--- config.mk ---
export PLATFORM = sky130hd
export DESIGN_NAME = pipe_hazard_ctrl
export DESIGN_NICKNAME = d
export VERILOG_FILES = /design/src/rtl/pipe_hazard_ctrl.sv
export SDC_FILE = /design/constraint.sdc
export NUM_CORES = 1
export LEC_CHECK = 0
export BUFFER_PORTS_ARGS = -buffer_cell sky130_fd_sc_hd__buf_2
export CELL_PAD_IN_SITES_DETAIL_PLACEMENT = 2
export CELL_PAD_IN_SITES_GLOBAL_PLACEMENT = 2
export CORE_MARGIN = 2
export CORE_UTILIZATION = 29
export DETAILED_ROUTE_END_ITERATION = 10
export PLACE_DENSITY = 0.71
export RECOVER_POWER = 50
export SETUP_SLACK_MARGIN = 0.5
export SYNTH_ARGS = -nofsm -noshare
export SYNTH_HDL_FRONTEND = slang
export SYNTH_SLANG_ARGS = --single-unit
--- constraint.sdc ---
create_clock -name clk -period 3.8 [get_ports clk]
set_input_delay 0.19 -clock clk [delete_from_list [all_inputs] [get_ports clk]]
set_output_delay 0.19 -clock clk [all_outputs]
set_load 0.05 [all_outputs]
--- src/rtl/pipe_hazard_ctrl.sv ---
// Hazard/sequencing controller for the 5-stage RV32 pipeline: load-use stall,
// taken-branch flush, memory-busy freeze, E-stage forwarding and event counters.
module pipe_hazard_ctrl #(
   parameter int unsigned CNT_W = 16
) (
   input  logic             clk,
   input  logic             rst,
   input  logic [4:0]       Rs1D,
   input  logic [4:0]       Rs2D,
   input  logic [4:0]       RdD,
   input  logic             RegWriteD,
   input  logic             ResultSrcD,
   input  logic             PCSrcE,
   input  logic             MemBusyM,
   output logic             StallF,
   output logic             StallD,
   output logic             StallE,
   output logic             StallM,
   output logic             FlushD,
   output logic             FlushE,
   output logic [1:0]       ForwardAE,
   output logic [1:0]       ForwardBE,
   output logic [CNT_W-1:0] StallCnt,
   output logic [CNT_W-1:0] FlushCnt,
   output logic [CNT_W-1:0] BusyCnt
);

   // Shadow slots for the instructions in E, M and W.
   logic       e_valid_q, e_regwrite_q, e_load_q;
   logic [4:0] e_rd_q, e_rs1_q, e_rs2_q;
   logic       m_valid_q, m_regwrite_q;
   logic [4:0] m_rd_q;
   logic       w_valid_q, w_regwrite_q;
   logic [4:0] w_rd_q;

   logic lu;
   logic busy_sel, flush_sel, stall_sel;

   function automatic logic [1:0] fwd_sel(
      input logic [4:0] rs,
      input logic       mv,
      input logic       mw,
      input logic [4:0] mrd,
      input logic       wv,
      input logic       ww,
      input logic [4:0] wrd
   );
      if (mv && mw && (mrd != 5'd0) && (mrd == rs)) begin
         return 2'b10;
      end else if (wv && ww && (wrd != 5'd0) && (wrd == rs)) begin
         return 2'b01;
      end
      return 2'b00;
   endfunction

   function automatic logic [CNT_W-1:0] sat_inc(input logic [CNT_W-1:0] v);
      return (&v) ? v : v + CNT_W'(1);
   endfunction

   assign lu = e_valid_q && e_load_q && (e_rd_q != 5'd0) &&
               ((e_rd_q == Rs1D) || (e_rd_q == Rs2D));

   // Priority: reset, memory freeze, taken branch, load-use.
   always_comb begin
      busy_sel  = 1'b0;
      flush_sel = 1'b0;
      stall_sel = 1'b0;
      if (!rst) begin
         if (MemBusyM) begin
            busy_sel = 1'b1;
         end else if (PCSrcE) begin
            flush_sel = 1'b1;
         end else if (lu) begin
            stall_sel = 1'b1;
         end
      end
   end

   always_comb begin
      StallF    = busy_sel | stall_sel;
      StallD    = busy_sel | stall_sel;
      StallE    = busy_sel;
      StallM    = busy_sel;
      FlushD    = flush_sel;
      FlushE    = flush_sel | stall_sel;
      ForwardAE = 2'b00;
      ForwardBE = 2'b00;
      if (!rst) begin
         ForwardAE = fwd_sel(e_rs1_q, m_valid_q, m_regwrite_q, m_rd_q,
                             w_valid_q, w_regwrite_q, w_rd_q);
         ForwardBE = fwd_sel(e_rs2_q, m_valid_q, m_regwrite_q, m_rd_q,
                             w_valid_q, w_regwrite_q, w_rd_q);
      end
   end

   always_ff @(posedge clk or posedge rst) begin
      if (rst) begin
         e_valid_q    <= 1'b0;
         e_regwrite_q <= 1'b0;
         e_load_q     <= 1'b0;
         e_rd_q       <= 5'd0;
         e_rs1_q      <= 5'd0;
         e_rs2_q      <= 5'd0;
         m_valid_q    <= 1'b0;
         m_regwrite_q <= 1'b0;
         m_rd_q       <= 5'd0;
         w_valid_q    <= 1'b0;
         w_regwrite_q <= 1'b0;
         w_rd_q       <= 5'd0;
      end else if (!MemBusyM) begin
         w_valid_q    <= m_valid_q;
         w_regwrite_q <= m_regwrite_q;
         w_rd_q       <= m_rd_q;
         m_valid_q    <= e_valid_q;
         m_regwrite_q <= e_regwrite_q;
         m_rd_q       <= e_rd_q;
         if (FlushE) begin
            // Bubble fields are cleared so a stale rs cannot match a forward.
            e_valid_q    <= 1'b0;
            e_regwrite_q <= 1'b0;
            e_load_q     <= 1'b0;
            e_rd_q       <= 5'd0;
            e_rs1_q      <= 5'd0;
            e_rs2_q      <= 5'd0;
         end else begin
            e_valid_q    <= 1'b1;
            e_regwrite_q <= RegWriteD;
            e_load_q     <= ResultSrcD;
            e_rd_q       <= RdD;
            e_rs1_q      <= Rs1D;
            e_rs2_q      <= Rs2D;
         end
      end
   end

   always_ff @(posedge clk or posedge rst) begin
      if (rst) begin
         StallCnt <= '0;
         FlushCnt <= '0;
         BusyCnt  <= '0;
      end else begin
         if (stall_sel) StallCnt <= sat_inc(StallCnt);
         if (flush_sel) FlushCnt <= sat_inc(FlushCnt);
         if (busy_sel)  BusyCnt  <= sat_inc(BusyCnt);
      end
   end

endmodule

==> results.yml, run 1 <==
run_status:
  outcome: "complete, but fails checks"
  failing_checks: "capacitance limit, slew limit"
final_layout:
  filler_cell_count_in_the_final_layout: 1610
  post_route_cells_drive_above_1_share_pct: 17.81
  flow.area_growth_from_synthesis_pct: 18.46
  seqCellArea_mm2: 0.002002
  final_cell_mix: "dfrtp_1, clkbuf_1, xnor2_1, nand2_1"
  most_frequent_standard_cell_in_the_layout_excluding_fill_and_tap_cells: "dfrtp_1"
  fin_nets: 487
  final_cell_area_mm2: 0.005019
  antenna_cells: 0
  area_of_combinational_cells_with_multiple_inputs_mm2: 0.002073
synthesis:
  seq_area_frac_synth_pct: 47.25
  synth_adder_area_share_pct: 0.8860
  post_synth_and_or_nand_nor_area_fraction_pct: 18.34
  synthMuxAreaShare_pct: 4.519
  largest_area_contributor_in_the_netlist: "dfrtp_1"
  synth_edf_count: 0
  netlist_cell_types: 49
  post-synth-top-area-fraction_pct: 47.25
  synth.top_cells.by_area: "dfrtp_1, xnor2_1, xor2_1"
  synth_seq_cells: 80
  synth_warn: 0
  synth_top_family_by_area: "simple AND/OR/NAND/NOR gates"
  xor_xnor_portion_of_the_synthesized_cell_area_pct: 15.09
  asyncSetResetFlopFracSynth_pct: 100.0
  number_of_instances_in_the_synthesized_netlist: 383
  synthesis.area_per_instance_um2: 11.06
  synth_compound_gate_area_share_pct: 9.953
  synthesis.nets: 407
  synth.cell_area_mm2: 0.004237
  synth_ff_type: "dfrtp_1"
routing:
  drc: 0
  drt-wirelength-per-cell_um: 17.46
  drtAntennaViolNets: 0
  detailroute.via_count: 3208
  initialDrtViolationCount: 99
  route.final.wire_length_mm: 11.35
  avgViaCountPerCell: 4.935
  dr.pass1.iters: 4
critical_path:
  worst-r2r-setup-slack_ps: 1490
  crit-reg2reg-capture: "e_rs1_q[1]$_DFFE_PP0N_"
  setup_crit_start_kind: "input port"
  cp_data_required_time_ps: 4040
  timing.reg2reg.worst_path_depth: 6
  crit_fanout: 50
  cp.arrival_ps: 3100
  rr_startpoint: "e_rd_q[4]$_DFFE_PP0N_"
  crit_type: "in2reg"
  worstSetupEndpointType: "flop"
sta:
  worst_slew_margin_rel_pct: -89.76
  setup-tns-final_ps: 0
  timing.fmax_mhz: 349.7
  period_share_pct: 75.26
  clock-skew-final_ps: 7.013
  fin_crit_ps: 2860
  final-max-slew-violation-count: 51
  unrepaired_setup_endpoints_after_global_routing: "no"
  timing_hold_violations_final: 0
  worst_slew_pin_slew_ps: 2846
  setup_violations: 0
floorplanning:
  row_count: 44
  die-height_um: 124.9
  initial_core_util_pct: 29.37
  core_area_mm2: 0.01442
  floorplan.io_pins: 79
  chipWidth_um: 124.9
  die_area_mm2: 0.01559
global_routing:
  gr-usage-met3_pct: 3.179
  grt_pass1_vias: 3424
  gr-usage-all-layers_pct: 15.41
  busiest_layer: "met2"
  grt_antenna_before_repair: 0
  met2_usage_pct: 24.17
  grt_start_max_net_pins: 51
  grt-ovfl-total: 0
  grt_first_pass_wirelength_mm: 19.06
  met1_usage_pct: 21.15
clocking:
  cts-hold-fix-buffers: 1
  numClockSinks: 80
  insertion_delay_ps: 340
  cts_htree_levels: 3
  cts_made_buffers: 9
  clock_pin_slew_on_the_worst_setup_and_hold_paths_ps: 60
  cts_root_buf: "clkbuf_16"
  tritoncts_clock_tree: "built"
  post-cts-setup-buffers: 0
  post_cts_resized: 0
  cts_buffer_depth: 2
place:
  final_weighted_congestion_in_routability_driven_placement: 0.7551
  dpl.hpwl_mm: 8.479
  portBuffers: 78
  placed_cell_area_mm2: 0.004802
min_path:
  min_to: "e_rd_q[3]$_DFFE_PP0N_"
  hold_path_depth: 3
  worst_hold_path_type: "in2reg"
  worst_hold_startpoint: "RdD[3]"
flow_run:
  maxCapViolations: 1
power_and_ir_drop:
  ir_worst_vdd_mv: 0.3725
  total_leakage_power_uw: 0.002166
  p_per_area_mw_per_mm2: 501.2
==> synthesized netlist by cell type (6+ instances only) <==
cell / instances
nor3_1: 7
dfrtp_1: 80
o31ai_1: 9
and3_1: 14
mux2_2: 15
inv_1: 19
nand3_1: 27
xor2_1: 21
nor4_1: 6
o31ai_4: 8
nor2_1: 8
nand4_1: 17
nand2_1: 39
xnor2_1: 52
==> metrics by stage <==
step	utilization, %	std cells	worst slack, ps	hold WS (ps)	total power (uW)
6_report	34.79	650	940.3	96.22	2515
5_1_grt	34.79	650	637.1	113.1	2646
4_1_cts	35.28	650	942.6	80.81	2567
3_5_place_dp	33.29	635	1464	366.5	1708
3_3_place_gp	33.29	635	1587	339.8	1687
2_1_floorplan	-	383	799.0	329.2	1536
==> where the power goes <==
group	leakage [uW]	switching [uW]	internal (uW)
registers	0.00104	138	951
clock network	0.000134	347	500
logic	0.000993	399	180
==> kinds of logic after synthesis <==
group / after synthesis
simple gates: 140
flops: 80
xor+xnor: 73
compound gates: 35
buf+inv: 35
mux: 17
fa+ha+maj: 3
==> worst max-delay path by stage <==
| stage | from | end | slack [ps] | cells past startpoint |
|---|---|---|---|---|
| 2_1_floorplan | rst | ForwardBE[0] | 800 | 4 |
| 3_3_place_gp | rst | ForwardBE[0] | 1590 | 6 |
| 3_5_place_dp | rst | BusyCnt[15]$_DFFE_PP0P_ | 1460 | 8 |
| 4_1_cts | rst | ForwardBE[0] | 940 | 7 |
| 5_1_grt | MemBusyM | e_rs2_q[0]$_DFFE_PP0N_ | 640 | 4 |
| 6_report | MemBusyM | e_rs2_q[0]$_DFFE_PP0N_ | 940 | 4 |
==> worst max-delay path: stages <==
cell	delay, ps
clkbuf_1	310
clkbuf_1	2060
nand2_1	360
o31ai_4	160
==> metal layers <==
| metal | up-vias | routed length (um) | part of all wire (%) |
|---|---|---|---|
| met1 | 1638 | 5377 | 47 |
| met2 | 55 | 5380 | 47 |
| li1 | 1503 | - | - |
| met5 | - | 0 | 0 |
| met3 | 12 | 402 | 3.5 |
| met4 | 0 | 185 | 1.6 |
==> final cells by class <==
cell class	instances	area share, %
Inverter	22	1.670
Tap cell	184	4.587
Sequential cell	80	39.89
Clock buffer	10	4.562
Clock inverter	4	0.9474
Timing Repair Buffer	82	7.031
Multi-Input combinational cell	268	41.31
==> flip-flops by register name, summed over array words and instances (netlist names), 5 cells and up <==
| signal | flops |
|---|---|
| BusyCnt | 16 |
| FlushCnt | 16 |
| StallCnt | 16 |
| e_rd_q | 5 |
| e_rs1_q | 5 |
| e_rs2_q | 5 |
| m_rd_q | 5 |
| w_rd_q | 5 |
(Power assumes the default switching activity.)
==> run 2: changes to the inputs <==
Clock period 3.8 ns to 2.77 ns, I/O delays scaled along.
==> results.yml, run 2 (same netlist as run 1, synthesis figures left out) <==
final_layout:
  final_cell_mix: "dfrtp_1, xnor2_1, buf_2, nand2_1, nand3_1"
  fin_nets: 498
  post_route_cells_drive_above_1_share_pct: 27.56
  flow.area_growth_from_synthesis_pct: 24.07
  most_frequent_standard_cell_in_the_layout_excluding_fill_and_tap_cells: "dfrtp_1"
  antenna_cells: 0
  instances_no_fill: 663
  layout_top_registers: "BusyCnt: 16 flops, FlushCnt: 16 flops, StallCnt: 16 flops"
  final_cell_area_mm2: 0.005256
  fin_util_pct: 36.44
global_routing:
  grt_pass1_vias: 3554
  gr-usage-all-layers_pct: 15.74
  grt-ovfl-total: 0
  grt_start_max_net_pins: 50
  grt_antenna_before_repair: 1
  grt_first_pass_wirelength_mm: 19.40
sta:
  clock-skew-final_ps: 7.610
  fin_crit_ps: 2246
  final-max-slew-violation-count: 0
  timing.final.ws_setup_ps: 524.4
  setup_violations: 0
  unrepaired_setup_endpoints_after_global_routing: "yes"
  setup-tns-final_ps: 0
  period_share_pct: 81.07
  timing.fmax_mhz: 445.3
  worst_slew_pin_slew_ps: 1374
  worst_slew_margin_rel_pct: 8.395
  timing_hold_violations_final: 0
floorplanning:
  die-height_um: 124.9
  chipWidth_um: 124.9
  floorplan.io_pins: 79
  die_area_mm2: 0.01559
  core_area_mm2: 0.01442
  initial_core_util_pct: 29.37
  row_count: 44
clocking:
  clock_pin_slew_on_the_worst_setup_and_hold_paths_ps: 60
  cts_htree_levels: 3
  insertion_delay_ps: 350
  numClockSinks: 80
  tritoncts_clock_tree: "built"
  cts_made_buffers: 9
  cts_buffer_depth: 2
  cts_root_buf: "clkbuf_16"
routing:
  dr.pass1.iters: 4
  detailroute.via_count: 3241
  route.final.wire_length_mm: 11.61
  drtAntennaViolNets: 0
  initialDrtViolationCount: 98
  avgViaCountPerCell: 4.888
  drt-wirelength-per-cell_um: 17.51
  drc: 0
min_path:
  worst_hold_path_type: "in2reg"
power_and_ir_drop:
  ir_worst_vdd_mv: 0.3375
  power.share.clock_pct: 36.1
  total_leakage_power_uw: 0.002365
  power.sequential.fraction_pct: 40.4
  p_per_area_mw_per_mm2: 698.6
  power.net_switching_uw: 1258
  internal-power_uw: 2414
  power.combinational.fraction_pct: 23.5
  netSwitchingFraction_pct: 34.27
run_status:
  outcome: "finished, final reports clean"
critical_path:
  highest_delay_cell_along_the_critical_path: "or4_4"
  cp.arrival_ps: 2110
  crit_path_cells: "or4_1 -> o2111ai_2 -> or4_4 -> nor4_2 -> buf_4"
  rr_startpoint: "e_rd_q[0]$_DFFE_PP0N_"
  crit_fanout: 2
  timing.reg2reg.worst_path_depth: 6
  crit-reg2reg-capture: "e_rs1_q[0]$_DFFE_PP0N_"
  crit_type: "reg2out"
  slowest_delay_ps: 570
  setup_crit_start_kind: "flop"
  worst-r2r-setup-slack_ps: 660
  worstSetupEndpointType: "output port"
  cp_data_required_time_ps: 2630
  worst_setup_path_start: "w_rd_q[2]$_DFFE_PP0N_"
  crit_path_end: "ForwardBE[0]"
place:
  portBuffers: 78
  place_worst_setup_slack_ps: 649.0
  final_weighted_congestion_in_routability_driven_placement: 0.7731
  placedCellCount: 637
  dpl.hpwl_mm: 8.612
  placed_cell_area_mm2: 0.004842
flow_run:
  maxCapViolations: 0
[run 2: cell types whose count changed in the layout (fill, tap and decap cells not counted), moves of 2 or more]
| cell | change |
|---|---|
| clkbuf_1 | -29 |
| buf_2 | +23 |
| buf_4 | +12 |
| dfrtp_1 | -3 |
| dfrtp_2 | +3 |
| inv_6 | +3 |
| clkinv_2 | -2 |
[run 2: per-layer routing]
layer	global-route usage (%)	vias up	part of all wire, %
met2	25.07	50	49
met5	0	-	0.11
met3	2.706	15	2.9
li1	-	1528	-
met4	6.078	2	1.7
met1	21.42	1646	46
[run 2: worst min-delay path by stage]
| stage | startpoint | end | depth (start not counted) |
|---|---|---|---|
| final | RdD[3] | e_rd_q[3]$_DFFE_PP0N_ | 3 |
| after global routing | RdD[3] | e_rd_q[3]$_DFFE_PP0N_ | 3 |
| after CTS | RdD[3] | e_rd_q[3]$_DFFE_PP0N_ | 3 |
| after detailed placement | rst | w_valid_q$_DFFE_PP0N_ | 2 |
| after global placement | rst | w_regwrite_q$_DFFE_PP0N_ | 2 |
| after floorplan | rst | BusyCnt[0]$_DFFE_PP0P_ | 1 |
[run 2: cell type report]
class / count / area (um^2)
Multi-Input combinational cell: 268 / 2105
Fill cell: 1593 / 9168
Clock inverter: 6 / 90.09
Tap cell: 184 / 230.2
Inverter: 22 / 87.58
Timing Repair Buffer: 93 / 499.2
Sequential cell: 80 / 2006
Clock buffer: 10 / 239.0
[run 2: power by group through the flow]
| stage | Combinational, uW | Sequential (uW) | Clock (uW) |
|---|---|---|---|
| final | 862 | 1480 | 1330 |
| after global routing | 927 | 1520 | 1420 |
| after CTS | 876 | 1480 | 1380 |
| after detailed placement | 832 | 1510 | 0 |
| after global placement | 811 | 1500 | 0 |
| after floorplan | 374 | 1740 | 0 |
[run 2: timing repair]
action                                 4_1_cts  5_1_grt
resized for setup                            7        8
setup endpoints to repair                    3       10
endpoints found under the hold margin        8        0
hold buffers                                 2        0
setup buffers                                6        2
pin swaps                                    3        2
[run 2: per-stage QoR]
stage / hold WS [ps] / power [uW]
2_1_floorplan: 94.68 / 2109
3_3_place_gp: 117.1 / 2312
3_5_place_dp: 118.6 / 2346
4_1_cts: 25.67 / 3735
5_1_grt: 46.09 / 3860
6_report: 41.16 / 3672
[run 2: critical path, delay by kind of cell, from the launching register on]
family / cells / cell delay (ps)
compound gates: 1 / 150
buf+inv: 1 / 240
flops: 1 / 370
simple gates: 3 / 1010
==> run 3: changes to the inputs <==
Clock period 2.77 ns to 2.3 ns, I/O delays scaled along.
==> results.yml, run 3 (same netlist as run 1, synthesis figures left out) <==
min_path:
  hold_path_depth: 3
  worst_hold_path_type: "in2reg"
  min_to: "e_rs2_q[3]$_DFFE_PP0N_"
  worst_hold_startpoint: "Rs2D[3]"
sta:
  holdWs_ps: 42.47
  fin_crit_ps: 2256
  setup_violations: 0
  worst_slew_pin_slew_ps: 1296
  period_share_pct: 98.07
  clock-skew-final_ps: 9.379
  worst_slew_margin_rel_pct: 13.61
  unrepaired_setup_endpoints_after_global_routing: "yes"
  timing.fmax_mhz: 443.3
  final-max-slew-violation-count: 0
  timing_hold_violations_final: 0
global_routing:
  grt_start_max_net_pins: 59
  grt_pass1_vias: 3805
  grt_first_pass_wirelength_mm: 20.98
  grt-ovfl-total: 0
  grt_antenna_before_repair: 0
  gr-usage-all-layers_pct: 16.80
power_and_ir_drop:
  total_leakage_power_uw: 0.002509
  ir_worst_vdd_mv: 0.5572
  p_per_area_mw_per_mm2: 764.6
clocking:
  insertion_delay_ps: 350
  numClockSinks: 80
  clock_pin_slew_on_the_worst_setup_and_hold_paths_ps: 60
  cts_root_buf: "clkbuf_16"
  tritoncts_clock_tree: "built"
  cts_htree_levels: 3
  cts_made_buffers: 9
  cts_buffer_depth: 2
final_layout:
  final_cell_mix: "xnor2_1, buf_2, dfrtp_2, dfrtp_1, nand2_1"
  fin_util_pct: 40.93
  layout_top_registers: "BusyCnt: 16 flops, FlushCnt: 16 flops, StallCnt: 16 flops"
  fin_nets: 518
  post_route_cells_drive_above_1_share_pct: 45.49
  flow.area_growth_from_synthesis_pct: 39.34
  antenna_cells: 0
  most_frequent_standard_cell_in_the_layout_excluding_fill_and_tap_cells: "xnor2_1"
routing:
  route.final.wire_length_mm: 12.87
  initialDrtViolationCount: 74
  detailroute.via_count: 3379
  drtAntennaViolNets: 0
  avgViaCountPerCell: 4.947
  dr.pass1.iters: 4
  drt-wirelength-per-cell_um: 18.85
  drc: 0
critical_path:
  cp_data_required_time_ps: 2180
  crit_fanout: 2
  cp.arrival_ps: 2140
  setup_crit_start_kind: "flop"
  timing.reg2reg.worst_path_depth: 6
  worstSetupEndpointType: "output port"
  rr_startpoint: "e_rd_q[1]$_DFFE_PP0N_"
  worst-r2r-setup-slack_ps: 230
  crit-reg2reg-capture: "StallCnt[1]$_DFFE_PP0P_"
  crit_type: "reg2out"
floorplanning:
  die_area_mm2: 0.01559
  core_area_mm2: 0.01442
  row_count: 44
  chipWidth_um: 124.9
  floorplan.io_pins: 79
  initial_core_util_pct: 29.37
  die-height_um: 124.9
flow_run:
  maxCapViolations: 0
place:
  portBuffers: 78
  dpl.hpwl_mm: 8.677
  final_weighted_congestion_in_routability_driven_placement: 0.7665
run_status:
  outcome: "finished, final reports clean"
run 3: layer usage:
metal  track usage (%)  share of wire (%)  vias up
met3             2.491                2.3       13
met4             5.490                1.6        0
met1             21.72                 43     1750
met5                 0                  0        -
met2             28.93                 53       50
li1                  -                  -     1566
run 3: per-stage QoR:
| step | power (uW) | cell area, um^2 | setup WS (ps) | cells | setup TNS (ps) |
|---|---|---|---|---|---|
| 6_report | 4513 | 5903 | 44.29 | 683 | 0 |
| 5_1_grt | 4726 | 5903 | -42.44 | 683 | -95.54 |
| 3_5_place_dp | 2920 | 5004 | 231.3 | 639 | 0 |
| 4_1_cts | 4440 | 5678 | 111.3 | 676 | 0 |
| 2_1_floorplan | 2615 | 4409 | 285.2 | 383 | 0 |
| 3_3_place_gp | 2868 | 5004 | 311.4 | 639 | 0 |
run 3: worst max-delay path by stage:
stage	cells past startpoint	endpoint	slack (ps)	start
after floorplan	4	ForwardBE[0]	290	m_rd_q[0]$_DFFE_PP0N_
after global placement	5	e_rs1_q[1]$_DFFE_PP0N_	310	e_rd_q[1]$_DFFE_PP0N_
final	7	ForwardBE[0]	40	m_rd_q[2]$_DFFE_PP0N_
after CTS	6	ForwardAE[0]	110	m_rd_q[0]$_DFFE_PP0N_
after global routing	7	ForwardBE[0]	-40	m_rd_q[2]$_DFFE_PP0N_
after detailed placement	5	e_rs1_q[0]$_DFFE_PP0N_	230	e_rd_q[1]$_DFFE_PP0N_
run 3: layout make-up:
cell class / count / area [um^2]
Clock inverter: 4 / 45.04
Clock buffer: 12 / 236.5
Tap cell: 184 / 230.2
Multi-Input combinational cell: 268 / 2520
Inverter: 22 / 97.59
Timing Repair Buffer: 113 / 720.7
Sequential cell: 80 / 2053
Fill cell: 1521 / 8521
run 3: what timing repair did:
| item | CTS | global route |
|---|---|---|
| setup buffers | 18 | 7 |
| pin swaps | 18 | 19 |
| gates resized for setup | 53 | 36 |
| endpoints found under the setup margin | 39 | 51 |
| hold endpoints to repair | 24 | 0 |
| hold buffers | 3 | 0 |
run 3: where the power goes:
part | total, uW | switching [uW] | leakage (uW) | internal, uW
sequential | 1840 | 250 | 0.000980 | 1590
combinational | 1250 | 778 | 0.00139 | 468
clock | 1420 | 587 | 0.000140 | 837
total | 4510 | 1620 | 0.00251 | 2900
run 3: worst max-delay path: stages (launching register included):
cell and delay, ps:
dfrtp_2 410, or4_4 530, o211ai_1 180, buf_4 170
buf_4 110, nor4_2 50, nor4_4 150, buf_6 190
